File: src/rtl/handshake_link_arbiter.sv
// handshake_link_arbiter: round-robin owner of one 4-phase req/ack link; define HS_TIMEOUT_EN for timeout abort
module handshake_link_arbiter #(
    parameter int NUM_REQ        = 4,
    parameter int SYNC_STAGES    = 2,
    parameter int TIMEOUT_CYCLES = 16
) (
    input  logic               clk,
    input  logic               rst_n,
    input  logic [NUM_REQ-1:0] send,
    input  logic               devB,
    output logic               devA,
    output logic [NUM_REQ-1:0] grant,
    output logic [NUM_REQ-1:0] done,
    output logic               busy,
    output logic               timeout_err,
    output logic               LED_send,
    output logic               LED_devB
);
    localparam int PW = $clog2(NUM_REQ);

    typedef enum logic [2:0] {IDLE, REQ, REL, DONE, RECOVER} stateT;

    if (NUM_REQ < 2 || NUM_REQ > 8 || SYNC_STAGES < 2 || TIMEOUT_CYCLES < 4) begin : gBadParam
        $error("handshake_link_arbiter: parameter out of range");
    end

    logic [SYNC_STAGES-1:0][NUM_REQ-1:0] sendSync;
    logic [SYNC_STAGES-1:0]              devBSync;
    logic [NUM_REQ-1:0]                  sendS;
    logic                                devBS;
    stateT                               state, stateNext;
    logic [PW-1:0]                       ptr, owner, selIdx, ptrNext;
    logic                                selValid;

    assign sendS   = sendSync[SYNC_STAGES-1];
    assign devBS   = devBSync[SYNC_STAGES-1];
    assign ptrNext = owner == PW'(NUM_REQ - 1) ? '0 : owner + 1'b1;

    // Scan from the far end so the last hit is the one closest to ptr
    always_comb begin
        selValid = 1'b0;
        selIdx   = '0;
        for (int i = NUM_REQ - 1; i >= 0; i--) begin
            if (sendS[(int'(ptr) + i) % NUM_REQ]) begin
                selValid = 1'b1;
                selIdx   = PW'((int'(ptr) + i) % NUM_REQ);
            end
        end
    end

`ifdef HS_TIMEOUT_EN
    localparam int CW = $clog2(TIMEOUT_CYCLES);
    logic [CW-1:0] cnt;
    logic          timedOut;
    assign timedOut = cnt == CW'(TIMEOUT_CYCLES - 1);
    // Any state change restarts the count, so it is fresh on entry to REQ and REL
    always_ff @(posedge clk) begin
        if (!rst_n) begin
            cnt         <= '0;
            timeout_err <= 1'b0;
        end else begin
            cnt <= stateNext == state ? cnt + 1'b1 : '0;
            if (stateNext == RECOVER) timeout_err <= 1'b1;
        end
    end
`else
    assign timeout_err = 1'b0;
`endif

    always_ff @(posedge clk) begin
        if (!rst_n) begin
            sendSync <= '0;
            devBSync <= '0;
            state    <= IDLE;
            devA     <= 1'b0;
            grant    <= '0;
            owner    <= '0;
            ptr      <= '0;
        end else begin
            sendSync <= {sendSync[SYNC_STAGES-2:0], send};
            devBSync <= {devBSync[SYNC_STAGES-2:0], devB};
            state    <= stateNext;
            devA     <= stateNext == REQ;
            if (state == IDLE && selValid) begin
                grant <= NUM_REQ'(1) << selIdx;
                owner <= selIdx;
            end else if (stateNext == IDLE) begin
                grant <= '0;
            end
            if (state != IDLE && stateNext == IDLE) ptr <= ptrNext;
        end
    end

    always_comb begin
        stateNext = state;
        case (state)
            IDLE:    stateNext = selValid ? REQ : IDLE;
`ifdef HS_TIMEOUT_EN
            REQ:     stateNext = devBS ? REL : (timedOut ? RECOVER : REQ);
            REL:     stateNext = !devBS ? DONE : (timedOut ? RECOVER : REL);
            RECOVER: stateNext = devBS ? RECOVER : IDLE;
`else
            REQ:     stateNext = devBS ? REL : REQ;
            REL:     stateNext = devBS ? REL : DONE;
`endif
            default: stateNext = IDLE;
        endcase
    end

    always_comb begin
        busy     = state != IDLE;
        done     = state == DONE ? grant : '0;
        LED_send = |sendS;
        LED_devB = devBS;
    end
endmodule
File: config.mk
export PLATFORM = sky130hd
export DESIGN_NAME = handshake_link_arbiter
export DESIGN_NICKNAME = d
export VERILOG_FILES = /design/src/rtl/handshake_link_arbiter.sv
export SDC_FILE = /design/constraint.sdc
export NUM_CORES = 1
export LEC_CHECK = 0
export ABC_AREA = 1
export BUFFER_PORTS_ARGS = -buffer_cell sky130_fd_sc_hd__buf_2
export CORE_MARGIN = 3
export CORE_UTILIZATION = 52
export CTS_CLUSTER_DIAMETER = 200
export CTS_CLUSTER_SIZE = 28
export DETAILED_ROUTE_END_ITERATION = 10
export PLACE_DENSITY = 0.72
export SLEW_MARGIN = 5
export SYNTH_ARGS = -nofsm -noshare
export SYNTH_HDL_FRONTEND = slang
export SYNTH_SLANG_ARGS = --single-unit
File: constraint.sdc
create_clock -name clk -period 1.72 [get_ports clk]
set_input_delay 0.258 -clock clk [delete_from_list [all_inputs] [get_ports clk]]
set_output_delay 0.258 -clock clk [all_outputs]
set_load 0.01 [all_outputs]
* Word-level counts from Yosys, hierarchy flattened
Index checks and enable logic that the tools add are counted.
Word-level totals: register bits 22, bits of input ports 7, logic and storage cells 62
Operators by class: add/subtract/negate cells 4, magnitude comparators 4, equality and inequality tests 5, shift-type cells 1, multiplexer cells 27, bitwise logic cells 3, reduce and logical (&&, ||, !) cells 10
Operators by type and width (count):
- two-way mux 1 bit | 13
- less-than comparator 3 x 4 -> 1 bit (second input constant) | 3
- two-way mux 2 bit | 6
- two-way mux 4 bit | 3
- binary-select mux 1 bit (select 2 bit) | 4
- equality test 3 x 1 -> 1 bit (second input constant) | 2
- equality test 3 x 2 -> 1 bit (second input constant) | 2
- logical NOT 3 bit | 2
- one-hot mux 2 bit (3 select lines) | 1
- OR reduction 2 bit | 3
- adder 2 x 1 -> 2 bit (second input constant) | 2
- adder 2 bit (second input constant) | 2
- OR reduction 4 bit | 1
- left shift 1 x 2 -> 4 bit (first input constant) | 1
- AND 1 bit (first input constant) | 3
- less-than comparator 2 x 3 -> 1 bit (second input constant) | 1
- nonzero test 3 bit | 1
- equality test 2 bit (second input constant) | 1
- logical AND 1 bit | 2
- nonzero test 2 bit | 1

* Longest topological paths before layout
depth after elaboration 15, mapped depth 13

* Worst setup path after synthesis
OpenSTA, ideal clock, no wires.
kind flip-flop to flip-flop, start register ptr[0], end register grant[0], library setup time 119 ps, arrival time 1136 ps, required time 1601 ps, slack 465 ps, cell stages (with the launch flop) 13, path buffers 1, period minus slack after synthesis 1255 ps, cell sequence dfxtp_1 -> buf_6 -> nand2_1 -> o21ai_1 -> nand2_2 -> nand2_1 -> inv_2 -> nand2_1 -> nand2_1 -> nand3_1 -> nor2_1 -> nor2_1 -> nor2_1
Between the ends: word-level cells in the longest chain between the ends 12, elaborated cells on any way between the ends 29, classes of those cells add/sub: 3; shift: 1; mux: 22; reduce/logical: 3
RTL lines:
- from (decl) | line 32 | logic [PW-1:0] ptr, owner, selIdx, ptrNext;
- from (signal assigned) | line 90 | if (state != IDLE && stateNext == IDLE) ptr <= ptrNext;
- adder 2 bit | line 44, 46
- binary-select mux 1 bit (select 2 bit) | line 44 | if (sendS[(int'(ptr) + i) % NUM_REQ]) begin
- two-way mux 1 bit (implied by the code) (2 in series) | line 44
- two-way mux 1 bit (4 in series) | line 44
- two-way mux 1 bit | line 97 | IDLE: stateNext = selValid ? REQ : IDLE;
- one-hot mux 2 bit (3 select lines) | line 96 | case (state)
- logical NOT 3 bit | line 87 | end else if (stateNext == IDLE) begin
- nonzero test 2 bit (no source line)
- to (signal assigned) | line 85 | grant <= NUM_REQ'(1) << selIdx;
- to (decl) | line 12 | output logic [NUM_REQ-1:0] grant,
Parallel ways exist; a longest one is shown, timed or not. The select of a mux whose other input is x is not followed. A chain may end at the register's enable or synchronous reset.

* Worst setup path in the final report
Ends and elaborated chain as after synthesis.

==> results.yml <==
route:
  drtPass1Iterations: 4
  num_vias: 900
  drt_iter0_drc: 15
  drc: 0
  vias_per_cell: 4.74
  antenna_left: 0
  wl_per_cell_um: 9.54
  routed_wl_um: 1810
power:
  power_density_nw_per_um2: 810
  total_power_uw: 885
  vdd_ir_drop_max_v: 0.000534
  pwr-share-clk_pct: 25.8
  switching_share_pct: 26.4
  seqPwrFrac_pct: 59.5
  power_switching_uw: 234
  power.leakage_uw: 0.000625
  comb_power_share_pct: 14.7
  p_int_uw: 651
floorplan:
  fp.dieW_um: 49.0
  die_area_um2: 2400
  start_util_pct: 59.6
  io_pins: 20
  fp-row-count: 14
  core-area_um2: 1610
  die_height_um: 49.0
yosys:
  synthesis.area_um2: 961
  synth_area_per_cell_um2: 6.58
  synth-compound-area-share_pct: 7.42
  synth_fa_ha_area_share_pct: 1.30
  yosysSeqAreaShare_pct: 43.8
  synthTopCellsByArea: "dfxtp_1 44%, nand2_1 18%, inv_1 11%"
  synthMuxAreaShare_pct: 0
  synth-simple-area-share_pct: 33.1
  synth_top_area_share_pct: 43.8
  syn-num-nets: 154
  ys_warn_count: 0
  synth_xor_xnor_area_share_pct: 0
  synth_top_family_by_area: "simple AND/OR/NAND/NOR gates"
  ys_ff_latch: 21
  synth_cell_types: 20
  yosysTopAreaCell: "dfxtp_1"
  syn-instance-count: 146
status:
  status: "completed"
cells_and_area:
  final_area_um2: 1090
  fillers: 163
  layout_common_cells: "45 x nand2_1, 29 x inv_1, 21 x dfxtp_1"
  drive_gt1_share_pct: 16.3
  diodes: 0
  nets: 175
  mostFrequentLayoutCell: "nand2_1"
  area_delta_synth_final_pct: 13.7
setup_path:
  cp-start-kind: "flip-flop"
  cp.required_ps: 1920
  critPathArrivalTime_ps: 1680
  crit_type: "flip-flop to flip-flop"
  cp-end-kind: "flip-flop"
  crit_fanout: 9
timing:
  timing.fmax_ghz: 0.675
  slew_viol_final: 0
  hold_viol: 0
  fin_crit_sh_pct: 86.2
  min_period_ps: 1480
  tns_ps: 0
  setup_viol: 0
  clock_skew_ps: 6.00
  rsz0062_at_grt: "false"
hold_path:
  min_path_type: "primary input to flip-flop"
placed_design:
  gp_congestion: 0.954
  port_buffers: 18
  place_area_um2: 1070
  dp_hpwl_um: 1420
cts:
  cts_tree: "done"
  post_cts_buffers: 0
  clock_latency_ps: 300
  hold_buffers: 0
  cts_resized: 0
  clock_path_buffers: 2
  clk_pin_slew_ps: 110
  htree_levels: 1
  root_buffer: "clkbuf_4"
  cts_buffers: 3
  clock_sinks: 21
global_routing:
  overflow: 0
  grt_usage_pct: 17.0
  grt_pass1_vias: 778
  antenna_found_initial: 0
  grt_pass1_wl_um: 3200
  grt_max_degree: 15
run:
  drv_cap: 0
-- power groups by stage --
stage	logic, uW	clock network [uW]	registers, uW
global placement	127	0	536
floorplan	91.0	0	539
global route	151	261	530
CTS	132	236	526
detailed placement	132	0	537
finish	131	228	526
-- layout make-up --
type                            instances  area, um2  share of cell area, %
Sequential cell                        21        420                   38.5
Tap cell                               24       30.0                   2.75
Clock buffer                            4       26.3                   2.41
Inverter                               30        113                   10.3
Multi-Input combinational cell         92        405                   37.1
Timing Repair Buffer                   19       97.6                   8.93
-- Yosys cell counts --
master and instances:
inv_2 1, inv_1 29, nor2_1 17, a21oi_1 8, nand3_1 10, ha_1 1, o211ai_1 1, o21ai_2 1
nand2_1 45, clkbuf_1 1, conb_1 1, buf_4 1, o21ai_1 1, and3_1 1, nand4_1 1, nand2_2 2
dfxtp_1 21, o21ai_0 2, buf_6 1, nand3_2 1
-- per-stage QoR --
step	std cells	worst slack [ps]	hold WS, ps	util [%]
floorplan	146	465	351	-
global placement	186	309	395	66.1
detailed placement	186	258	397	66.1
CTS	190	249	128	67.8
global route	190	16.9	118	67.8
finish	190	237	131	67.8
-- registers in the layout, indices dropped and copies added, names as in the netlist --
register / cells
devA: 1
state: 2
sendSync: 4
sendS: 4
grant: 4
ptr: 2
owner: 2
devBSync: 2
-- critical path, cell delays in order (launching register included) --
cell and delay (ps):
dfxtp_1 380, buf_4 180, nand2_1 60, nand2_1 110, nand2_1 80, nand2_1 60
inv_1 40, nand2_1 40, nand2_1 60, a21oi_1 190, nor2_1 80, nor2_1 90
nor2_1 40
-- final timing paths --
path | from | endpoint | slack, ps | cells after the start
hold reg to reg | sendSync[0]$_SDFF_PN0_ | sendS[0]$_SDFF_PN0_ | 420 | 2
setup / recovery | ptr[0]$_SDFFE_PN0P_ | grant[0]$_SDFFE_PN0P_ | 240 | 12
setup reg to reg | ptr[0]$_SDFFE_PN0P_ | grant[0]$_SDFFE_PN0P_ | 240 | 12
hold / removal | devB | devBSync[0]$_SDFF_PN0_ | 130 | 3
-- cells by family (layout without fill, tap and decap cells) --
logic type | Yosys count | in the layout
other | 1 | 1
and+or+nand+nor | 77 | 77
AOI/OAI and AO/OA | 13 | 13
buffers and inverters | 33 | 53
adders and majority gates | 1 | 1
DFF | 21 | 21
-- metal layers --
metal  up-vias  part of all wire, %  global-route usage (%)  routed length (um)
li1        475                    -                       -                   -
met1       387                   44                    19.8                 797
met5         -                    0                       0                   0
met2        34                   48                    28.1                 865
met3         4                  5.9                    3.98                 107
met4         0                  2.3                    10.4                  42
Note: power is estimated with default switching activity, not from simulation.
